$ cat src/rtl/keypad_if.sv
// Key event channel between the keypad scanner (master) and its consumer (slave).
// The producer holds key_code/key_raw stable while key_valid is high; a transfer
// happens on any clk edge where key_valid && key_ready.
interface keypad_if;
  logic       key_valid;
  logic       key_ready;
  logic [3:0] key_code;
  logic [7:0] key_raw;
  logic       overrun;

  modport master (
    output key_valid,
    output key_code,
    output key_raw,
    output overrun,
    input  key_ready
  );

  modport slave (
    input  key_valid,
    input  key_code,
    input  key_raw,
    input  overrun,
    output key_ready
  );
endinterface

$ cat src/rtl/keypad_scan_ctrl.sv
// 4x4 matrix keypad scan controller.
// Strobes one-hot rows at a divided tick rate, debounces a single-column return,
// waits for release, and publishes one key event per press on a valid/ready channel.
// Optional auto-repeat while a key is held: define KEYPAD_REPEAT_EN.
module keypad_scan_ctrl #(
  parameter int unsigned TICK_DIV       = 50000,
  parameter int unsigned DEBOUNCE_TICKS = 4,
  parameter int unsigned REPEAT_TICKS   = 64
) (
  input  logic       clk,
  input  logic       reset,
  input  logic [3:0] col,
  output logic [3:0] row,
  keypad_if.master   kbus
);

  localparam int unsigned TW = (TICK_DIV > 1) ? $clog2(TICK_DIV) : 1;
  localparam int unsigned DW = $clog2(DEBOUNCE_TICKS + 1);

  typedef enum logic [1:0] {
    SCAN     = 2'd0,
    DEBOUNCE = 2'd1,
    HELD     = 2'd2
  } state_t;

  state_t         state_q, state_d;
  logic [TW-1:0]  tick_cnt;
  logic           tick;
  logic [3:0]     row_d;
  logic [3:0]     col_lat_q, col_lat_d;
  logic [DW-1:0]  db_cnt_q, db_cnt_d;
  logic [DW-1:0]  rel_cnt_q, rel_cnt_d;
  logic           emit_c;

  logic           key_valid_q, key_valid_d;
  logic [3:0]     key_code_q, key_code_d;
  logic [7:0]     key_raw_q, key_raw_d;
  logic           overrun_q, overrun_d;

`ifdef KEYPAD_REPEAT_EN
  localparam int unsigned RW = $clog2(REPEAT_TICKS + 1);
  logic [RW-1:0]  rep_cnt_q, rep_cnt_d;
`else
  // Repeat period has no effect when auto-repeat is not built in.
  logic unused_repeat_ticks;
  assign unused_repeat_ticks = ^REPEAT_TICKS;
`endif

  // Row rotation 1000 -> 0100 -> 0010 -> 0001 -> 1000; anything else restarts at 1000.
  function automatic logic [3:0] next_row(input logic [3:0] r);
    logic [3:0] n;
    case (r)
      4'b1000: n = 4'b0100;
      4'b0100: n = 4'b0010;
      4'b0010: n = 4'b0001;
      default: n = 4'b1000;
    endcase
    return n;
  endfunction

  // Position of the set bit, MSB first (1000 -> 0).
  function automatic logic [1:0] onehot_idx(input logic [3:0] v);
    logic [1:0] i;
    case (v)
      4'b1000: i = 2'd0;
      4'b0100: i = 2'd1;
      4'b0010: i = 2'd2;
      4'b0001: i = 2'd3;
      default: i = 2'd0;
    endcase
    return i;
  endfunction

  function automatic logic is_onehot(input logic [3:0] v);
    return (v != 4'b0000) && ((v & (v - 4'd1)) == 4'b0000);
  endfunction

  assign tick = (tick_cnt == TW'(TICK_DIV - 1));

  // Scan tick divider: free-running 0..TICK_DIV-1.
  always_ff @(posedge clk) begin
    if (reset) begin
      tick_cnt <= '0;
    end else if (tick) begin
      tick_cnt <= '0;
    end else begin
      tick_cnt <= tick_cnt + TW'(1);
    end
  end

  // State and output registers.
  always_ff @(posedge clk) begin
    if (reset) begin
      state_q     <= SCAN;
      row         <= 4'b1000;
      col_lat_q   <= 4'b0000;
      db_cnt_q    <= '0;
      rel_cnt_q   <= '0;
      key_valid_q <= 1'b0;
      key_code_q  <= 4'h0;
      key_raw_q   <= 8'h00;
      overrun_q   <= 1'b0;
`ifdef KEYPAD_REPEAT_EN
      rep_cnt_q   <= '0;
`endif
    end else begin
      state_q     <= state_d;
      row         <= row_d;
      col_lat_q   <= col_lat_d;
      db_cnt_q    <= db_cnt_d;
      rel_cnt_q   <= rel_cnt_d;
      key_valid_q <= key_valid_d;
      key_code_q  <= key_code_d;
      key_raw_q   <= key_raw_d;
      overrun_q   <= overrun_d;
`ifdef KEYPAD_REPEAT_EN
      rep_cnt_q   <= rep_cnt_d;
`endif
    end
  end

  // Scan/debounce/release decisions, taken only on tick cycles.
  always_comb begin
    state_d   = state_q;
    row_d     = row;
    col_lat_d = col_lat_q;
    db_cnt_d  = db_cnt_q;
    rel_cnt_d = rel_cnt_q;
    emit_c    = 1'b0;
`ifdef KEYPAD_REPEAT_EN
    rep_cnt_d = (state_q == HELD) ? rep_cnt_q : '0;
`endif

    if (tick) begin
      case (state_q)
        SCAN: begin
          if (is_onehot(col)) begin
            col_lat_d = col;
            db_cnt_d  = DW'(1);
            if (DEBOUNCE_TICKS == 1) begin
              emit_c    = 1'b1;
              state_d   = HELD;
              rel_cnt_d = '0;
            end else begin
              state_d = DEBOUNCE;
            end
          end else begin
            row_d = next_row(row);
          end
        end

        DEBOUNCE: begin
          if (col == col_lat_q) begin
            db_cnt_d = db_cnt_q + DW'(1);
            if ((db_cnt_q + DW'(1)) == DW'(DEBOUNCE_TICKS)) begin
              emit_c    = 1'b1;
              state_d   = HELD;
              rel_cnt_d = '0;
            end
          end else begin
            state_d  = SCAN;
            db_cnt_d = '0;
            row_d    = next_row(row);
          end
        end

        HELD: begin
          if (col == 4'b0000) begin
            if ((rel_cnt_q + DW'(1)) == DW'(DEBOUNCE_TICKS)) begin
              state_d   = SCAN;
              rel_cnt_d = '0;
              db_cnt_d  = '0;
              row_d     = next_row(row);
            end else begin
              rel_cnt_d = rel_cnt_q + DW'(1);
            end
          end else begin
            rel_cnt_d = '0;
          end
`ifdef KEYPAD_REPEAT_EN
          // Auto-repeat while the same column stays asserted.
          if (col == col_lat_q) begin
            if ((rep_cnt_q + RW'(1)) == RW'(REPEAT_TICKS)) begin
              emit_c    = 1'b1;
              rep_cnt_d = '0;
            end else begin
              rep_cnt_d = rep_cnt_q + RW'(1);
            end
          end else begin
            rep_cnt_d = '0;
          end
`endif
        end

        default: begin
          state_d = SCAN;
          row_d   = 4'b1000;
        end
      endcase
    end
  end

  // Event register: emit loads unless an unaccepted event is still pending.
  // On every emit path col equals the latched column, so col supplies the index.
  always_comb begin
    key_valid_d = key_valid_q;
    key_code_d  = key_code_q;
    key_raw_d   = key_raw_q;
    overrun_d   = overrun_q;

    if (key_valid_q && kbus.key_ready) begin
      key_valid_d = 1'b0;
    end

    if (emit_c) begin
      if (key_valid_q && !kbus.key_ready) begin
        overrun_d = 1'b1;
      end else begin
        key_valid_d = 1'b1;
        key_code_d  = {onehot_idx(row), onehot_idx(col)};
        key_raw_d   = {row, col};
      end
    end
  end

  assign kbus.key_valid = key_valid_q;
  assign kbus.key_code  = key_code_q;
  assign kbus.key_raw   = key_raw_q;
  assign kbus.overrun   = overrun_q;

endmodule

$ cat src/flat_wrapper.sv
// flat-port wrapper written by rule: the top's interface ports become plain ports
module keypad_scan_ctrl_flat 
#(
  parameter int unsigned TICK_DIV       = 50000,
  parameter int unsigned DEBOUNCE_TICKS = 4,
  parameter int unsigned REPEAT_TICKS   = 64
)
  (clk, reset, col, row, kbus_key_valid, kbus_key_code, kbus_key_raw, kbus_overrun, kbus_key_ready);
  keypad_if kbus_i ();
  input  logic clk;
  input  logic reset;
  input  logic [3:0] col;
  output logic [3:0] row;
  output wire logic [$bits(kbus_i.key_valid)-1:0] kbus_key_valid;
  output wire logic [$bits(kbus_i.key_code)-1:0] kbus_key_code;
  output wire logic [$bits(kbus_i.key_raw)-1:0] kbus_key_raw;
  output wire logic [$bits(kbus_i.overrun)-1:0] kbus_overrun;
  input wire logic [$bits(kbus_i.key_ready)-1:0] kbus_key_ready;
  assign kbus_key_valid = kbus_i.key_valid;
  assign kbus_key_code = kbus_i.key_code;
  assign kbus_key_raw = kbus_i.key_raw;
  assign kbus_overrun = kbus_i.overrun;
  assign kbus_i.key_ready = kbus_key_ready;
  keypad_scan_ctrl #(.TICK_DIV(TICK_DIV), .DEBOUNCE_TICKS(DEBOUNCE_TICKS), .REPEAT_TICKS(REPEAT_TICKS)) u_core (.clk(clk), .reset(reset), .col(col), .row(row), .kbus(kbus_i));
endmodule
$ cat config.mk
export PLATFORM = sky130hd
export DESIGN_NAME = keypad_scan_ctrl_flat
export DESIGN_NICKNAME = d
export VERILOG_FILES = /design/src/rtl/keypad_if.sv /design/src/rtl/keypad_scan_ctrl.sv /design/src/flat_wrapper.sv
export SDC_FILE = /design/constraint.sdc
export NUM_CORES = 1
export LEC_CHECK = 0
export ABC_AREA = 1
export ABC_CLOCK_PERIOD_IN_PS = 3000
export CAP_MARGIN = 25
export CORE_AREA = 2 2 71 73
export DETAILED_ROUTE_END_ITERATION = 8
export DIE_AREA = 0 0 73 75
export PLACE_DENSITY_LB_ADDON = 0.05
export SETUP_SLACK_MARGIN = 0.02
export SYNTH_ARGS = -nofsm -noshare
export SYNTH_HDL_FRONTEND = slang
export SYNTH_SLANG_ARGS = --single-unit
$ cat constraint.sdc
create_clock -name clk -period 3 [get_ports clk]
set_input_delay 0.3 -clock clk [delete_from_list [all_inputs] [get_ports clk]]
set_output_delay 0.3 -clock clk [all_outputs]
set_load 0.1 [all_outputs]
==> Implementation_results.wiki, run 1 <==
{| class="wikitable"
! Metric !! Value
|-
| H-Tree Level Count || 2
|-
| Highest net fanout along the worst path || 2
|-
| Total Nets Final || 437
|-
| Cell count after synthesis || 396
|-
| Post-synthesis async set-or-reset flop share || 0%
|-
| Met3 GRT Util || 3.75%
|-
| Dominant register cell in the synthesized netlist || dfxtp_1
|-
| Yosys top cell area share || 35.5%
|-
| Clock tree from TritonCTS || done
|-
| Antenna violations before repair || 0
|-
| Total negative setup slack || 0 ns
|-
| Average wire length per cell after detail routing || 10.6 um
|-
| Number of buffers added by the clock tree synthesis step || 5
|-
| HPWL after detailed placement || 3970 um
|-
| Combined area of the multi-input logic cells || 1360 um^2
|-
| Sequential Area || 921 um^2
|-
| Type of element capturing the critical path || output port
|-
| Launching element type of the critical path || flip-flop
|-
| Post-synthesis simple-gate area fraction || 40.8%
|-
| Clock-pin slew on the worst setup and hold paths || 0.09 ns
|-
| Die area || 5480 um^2
|-
| Most used cells in the layout excluding fill and tap cells || nand2_1 (89), nor2_1 (72), inv_1 (62), dfxtp_1 (46), nand3_1 (22)
|-
| Data required time at the worst endpoint || 2.70 ns
|-
| I/O Buffers || 24
|-
| #FFs+latches synth || 46
|-
| Max capacitance violation total || 0
|-
| Global-route met1 utilization || 24.3%
|-
| Worst-path cell chain || clkdlybuf4s50_1
|-
| Global-route wire length before repair || 8870 um
|-
| Number of detailed-route iterations in the first pass || 4
|-
| Count of instances resized after the clock tree is built || 0
|-
| Combined buffer and inverter count along the critical path || 1
|-
| Layout area overhead || 13.0%
|-
| Net Switching || 259 uW
|-
| Total number of vias || 2,331
|-
| Initial cell density of the core || 55.7%
|-
| Worst IR Drop VDD || 0.290 mV
|-
| Cell Rows || 25
|-
| Maximum count of clock buffers along a single path || 2
|-
| Sw Ratio || 24.4%
|-
| Total nets after synthesis || 412
|-
| Total DRC errors in the routed layout || 0
|-
| Mux cell area share after synthesis || 0%
|-
| Count of filler cells inserted in the layout || 414
|-
| Total power of the final layout || 1.06 mW
|-
| Leakage power || 1.26 nW
|-
| Clk pwr share || 36.6%
|-
| Share of cells above drive strength 1 || 8.77%
|-
| Outcome || complete, no violations
|-
| Largest net degree at the start of global routing || 23
|-
| Slew at the pin with the worst max-slew slack || 0.972 ns
|-
| Number of antenna repair diodes || 0
|-
| Type of the worst setup path || reg -> out
|-
| Number of unique standard cell types used by synthesis || 31
|-
| Minimum period implied by the final worst setup slack || 2.10 ns
|-
| Power density relative to cell area || 360 nW/um^2
|-
| Top Family by Delay on Critical Path || buffers and inverters
|-
| Post-detailed-routing wire length || 5070 um
|-
| CTS Hold Buffers Added || 0
|-
| Crit path DAT || 1.80 ns
|-
| Total of warnings raised by yosys || 0
|-
| Synth Area in Compound Gates || 6.41%
|-
| Main area contributors after synthesis || dfxtp_1 (35%), nand2_1 (13%), nor2_1 (10%), inv_1 (9.0%), ha_1 (4.3%)
|-
| GRT Residual Overflow || 0
|-
| Met2 track utilization from global routing || 37.3%
|-
| Synthesized-area fraction occupied by adder cells || 4.34%
|-
| Number of buffers inserted by post-CTS setup repair || 0
|-
| Routed via count divided by cell count || 4.90
|-
| Vias in the first global route || 2,181
|-
| Starting DRC count in detailed routing || 55
|-
| Largest family of logic cells by synthesized area || simple AND/OR/NAND/NOR gates
|-
| Post-synthesis area per instance || 6.56 um^2
|-
| Min-delay worst type || reg -> reg
|-
| Horizontal extent of the die || 73 um
|-
| DRT antenna net count || 0
|-
| Unrepaired setup endpoints after global routing || no
|-
| Number of hold-slack violations in the final timing report || 0
|-
| Max-slew violation total from the final report || 0
|-
| CTS root buf || clkbuf_8
|-
| Setup skew after layout || 0.00943 ns
|-
| Leading cell type in the layout, fill and taps excluded || nand2_1
|-
| Worst-case headroom to the max-slew limit || 35.0%
|-
| Area of the mapped netlist || 2600 um^2
|-
| Fraction of synthesized cell area in xor and xnor cells || 1.01%
|-
| Dominant cell type by area after synthesis || dfxtp_1
|-
| Sequential-to-total area share from yosys stat || 35.5%
|-
| Die Ht || 75 um
|-
| Total track usage || 20.6%
|-
| Slowest library cell on the worst path || clkdlybuf4s50_1
|-
| GR peak layer || met2
|-
| Clock Latency Late Sink || 0.30 ns
|-
| Std-Cell Core Area || 4660 um^2
|-
| I/O pin count || 25
|-
| Maximum clock frequency || 0.476 GHz
|-
| Period utilization || 70.0%
|-
| Internal cell power || 799 uW
|-
| Setup Viol. Count Final || 0
|-
| Clock Sinks || 46
|-
| Placer's final routability congestion estimate || 0.856
|-
| Worst stage delay on the critical path || 1.14 ns
|-
| Post-synth EDFFs || 0
|-
| Share of power burned in combinational logic || 5.2%
|-
| Sequential share of power || 58.2%
|}
[through the flow]
step	utilization, %	hold slack (ns)	cell area (um^2)	cells	setup slack [ns]
global placement	61.0	0.440	2840	468	0.804
floorplan	-	0.418	2600	396	1.22
CTS	63.0	0.457	2940	476	0.885
global route	63.0	0.485	2940	476	0.848
detailed placement	61.0	0.436	2840	468	0.808
finish	63.0	0.453	2940	476	0.901
[synthesized netlist by cell type, types with 2 or more instances]
cell and count:
a21oi_1 21, buf_6 3, dfxtp_1 46, ha_1 9, inv_1 62, inv_2 7, nand2_1 89, nand2_2 8
nand3_1 22, nand3_4 2, nand4_1 12, nor2_1 72, nor2_4 2, nor2_8 2, nor3_1 9, nor3b_1 3
nor4_1 3, o21ai_0 10, xor2_1 2
[kinds of logic (layout without fill, tap and decap cells)]
| group | after synthesis | after routing |
|---|---|---|
| buffers and inverters | 76 | 102 |
| and+or+nand+nor | 229 | 229 |
| DFF | 46 | 46 |
| xor gates and xnor gates | 3 | 3 |
| AOI/OAI and AO/OA | 33 | 33 |
| adders and majority gates | 9 | 9 |
[routing by layer]
layer  wire length [um]  up-vias  share of wire (%)
li1                   -     1282                  -
met1               2400     1022                 47
met2               2480       18                 49
met3                109        9                2.2
met4                 80        0                1.6
met5                  0        -                  0
[final timing paths]
check                          startpoint                endpoint  slack [ns]  cells past startpoint
setup / recovery  u_core.kbus.key_code[0]        kbus_key_code[0]        0.90                      1
setup reg to reg       u_core.tick_cnt[0]  u_core.kbus.key_raw[2]        1.17                      8
hold reg to reg        u_core.tick_cnt[0]      u_core.tick_cnt[0]        0.45                      1
hold / removal         u_core.tick_cnt[0]      u_core.tick_cnt[0]        0.45                      1
[final cells by class]
class                   instances  area share [%]
repair buffers                 24            7.76
clock buffers                   5            2.34
multi-input cells             274            46.5
inverters                      70            8.95
flip-flops and latches         46            31.4
clock inverters                 3           0.810
well taps                      54            2.30
[registers in the layout, indices dropped and copies added (netlist names)]
name	flops
u_core.db_cnt_q	3
u_core.col_lat_q	4
u_core.kbus.key_raw	8
u_core.state_q	2
u_core.row	4
u_core.kbus.key_valid	1
u_core.rel_cnt_q	3
u_core.kbus.overrun	1
u_core.kbus.key_code	4
u_core.tick_cnt	16
[power groups by stage]
stage / clock [mW] / sequential, mW / combinational (mW)
4_1_cts: 0.403 / 0.616 / 0.0555
3_3_place_gp: 0 / 0.630 / 0.0544
3_5_place_dp: 0 / 0.630 / 0.0552
2_1_floorplan: 0 / 0.630 / 0.0386
6_report: 0.388 / 0.616 / 0.0545
5_1_grt: 0.422 / 0.617 / 0.0631
(Power assumes the default switching activity.)
==> run 2: changes to the inputs <==
Settings changed: ABC_CLOCK_PERIOD_IN_PS 3000 to 1900, CORE_AREA 2 2 71 73 to 2 2 75 77, DIE_AREA 0 0 73 75 to 0 0 77 79.
Clock period 3 ns to 1.9 ns, I/O delays scaled along.
==> Implementation_results.wiki, run 2 (same netlist as run 1, synthesis figures left out) <==
{| class="wikitable"
! Metric !! Value
|-
| Outcome || complete, no violations
|-
| Total DRC errors in the routed layout || 0
|-
| Number of buffers added by the clock tree synthesis step || 5
|-
| Type of element capturing the critical path || flip-flop
|-
| Max FFs per register || 16
|-
| Number of detailed-route iterations in the first pass || 4
|-
| Total Nets Final || 459
|-
| DRT antenna net count || 0
|-
| Slew at the pin with the worst max-slew slack || 0.357 ns
|-
| Antenna violations before repair || 0
|-
| Clock-pin slew on the worst setup and hold paths || 0.09 ns
|-
| Total number of vias || 2,413
|-
| Leakage power || 1.40 nW
|-
| Clock Sinks || 46
|-
| Data required time at the worst endpoint || 2.09 ns
|-
| Maximum clock frequency || 0.596 GHz
|-
| Number of hold-slack violations in the final timing report || 0
|-
| Average wire length per cell after detail routing || 10.1 um
|-
| I/O pin count || 25
|-
| Area of placed instances || 2980 um^2
|-
| GRT Residual Overflow || 0
|-
| Type of the worst setup path || reg -> reg
|-
| Maximum count of clock buffers along a single path || 2
|-
| Initial cell density of the core || 48.7%
|-
| Setup Viol. Count Final || 0
|-
| R2R cell count || 10
|-
| Final std cells w/o fill || 516
|-
| Placer's final routability congestion estimate || 0.816
|-
| RR Startpoint || u_core.tick_cnt[0]
|-
| Hold_sp || u_core.tick_cnt[0]
|-
| Post-layout instance area || 3150 um^2
|-
| Setup skew after layout || 0.00793 ns
|-
| Number of cells after detailed placement || 506
|-
| Layout area overhead || 21.2%
|-
| Routed via count divided by cell count || 4.68
|-
| Min-delay worst type || reg -> reg
|-
| Hold path depth || 1
|-
| Unrepaired setup endpoints after global routing || no
|-
| Register with the highest flop count || u_core.tick_cnt
|-
| Number of antenna repair diodes || 0
|-
| Share of cells above drive strength 1 || 17.3%
|-
| Power density relative to cell area || 553 nW/um^2
|-
| Cell Rows || 27
|-
| Period utilization || 88.3%
|-
| Minimum period implied by the final worst setup slack || 1.68 ns
|-
| Launching element type of the critical path || flip-flop
|-
| Crit path DAT || 1.87 ns
|-
| Worst IR Drop VDD || 0.358 mV
|-
| Max capacitance violation total || 0
|-
| Clock tree from TritonCTS || done
|-
| Starting DRC count in detailed routing || 95
|-
| Leading cell type in the layout, fill and taps excluded || nand2_1
|-
| Die Ht || 79 um
|-
| HPWL after detailed placement || 3960 um
|-
| Largest net degree at the start of global routing || 23
|-
| Total track usage || 18.7%
|-
| Global-route wire length before repair || 9410 um
|-
| Most used cells in the layout excluding fill and tap cells || nand2_1 (89), nor2_1 (69), inv_1 (62), dfxtp_1 (46), buf_4 (39)
|-
| H-Tree Level Count || 2
|-
| Vias in the first global route || 2,251
|-
| Horizontal extent of the die || 77 um
|-
| Max-slew violation total from the final report || 0
|-
| CTS root buf || clkbuf_8
|-
| I/O Buffers || 24
|-
| Worst-case headroom to the max-slew limit || 76.0%
|-
| Std-Cell Core Area || 5340 um^2
|-
| Clock Latency Late Sink || 0.29 ns
|-
| Die area || 6080 um^2
|-
| Launching element of the worst setup path || u_core.tick_cnt[0]
|-
| Highest net fanout along the worst path || 5
|-
| Post-detailed-routing wire length || 5200 um
|}
## run 2: cell types whose count changed in the layout (fill, tap and decap cells not counted), moves of 2 or more
cell,change
nor2_4,+2
nand3_4,+2
clkbuf_8,+2
o21ai_0,-2
clkinvlp_4,-2
buf_4,+34
o21ai_1,+2
clkdlybuf4s50_1,-13
nor2_1,-3
## run 2: routing by layer
metal	up-vias	track usage (%)	wire length [um]	part of all wire, %
met5	-	0	0	0
met4	0	5.89	29	0.56
met3	2	2.50	168	3.2
met2	35	34.2	2470	47
met1	1053	22.7	2530	49
li1	1323	-	-	-
## run 2: path summary, 6_finish.rpt
kind                        end  slack [ns]
max           u_core.state_q[0]        0.22
min          u_core.tick_cnt[0]        0.45
max reg2reg   u_core.state_q[0]        0.22
min reg2reg  u_core.tick_cnt[0]        0.45
## run 2: layout make-up
class	instances	area, um^2
inverters	70	263
well taps	72	90.1
multi-input cells	275	1420
fillers	541	2190
clock inverters	1	8.76
clock buffers	7	96.3
repair buffers	45	353
flip-flops and latches	46	921
## run 2: what timing repair did
action,4_1_cts,5_1_grt
resized for setup,0,11
setup endpoints to repair,0,29
setup buffers,0,1
hold buffers,0,0
## run 2: worst max-delay path: stages (launching register included)
cell and delay (ns):
dfxtp_1 0.35, ha_1 0.20, nand3_2 0.15, nor2_4 0.15, nand3_1 0.12, nor2_4 0.21, nand2_1 0.09, nor2_2 0.13
nand3_1 0.09, nand2_1 0.07, nor2_1 0.04
## run 2: stage by stage
step                setup slack (ns)  TNS (ns)  total power [mW]  hold WS [ns]  utilization (%)
floorplan                      0.123         0              1.06         0.325                -
CTS                           0.0706         0              1.78         0.453             57.9
detailed placement           -0.0353    -0.113              1.11         0.441             55.9
global placement             -0.0443    -0.105              1.11         0.433             55.9
global route                  0.0381         0              1.83         0.467             59.0
finish                         0.222         0              1.74         0.449             59.0
## run 2: power by group
part	leakage [nW]	internal [mW]	switching, mW
logic	0.972	0.0531	0.0643
clock network	0.0544	0.333	0.319
registers	0.371	0.968	0.00365
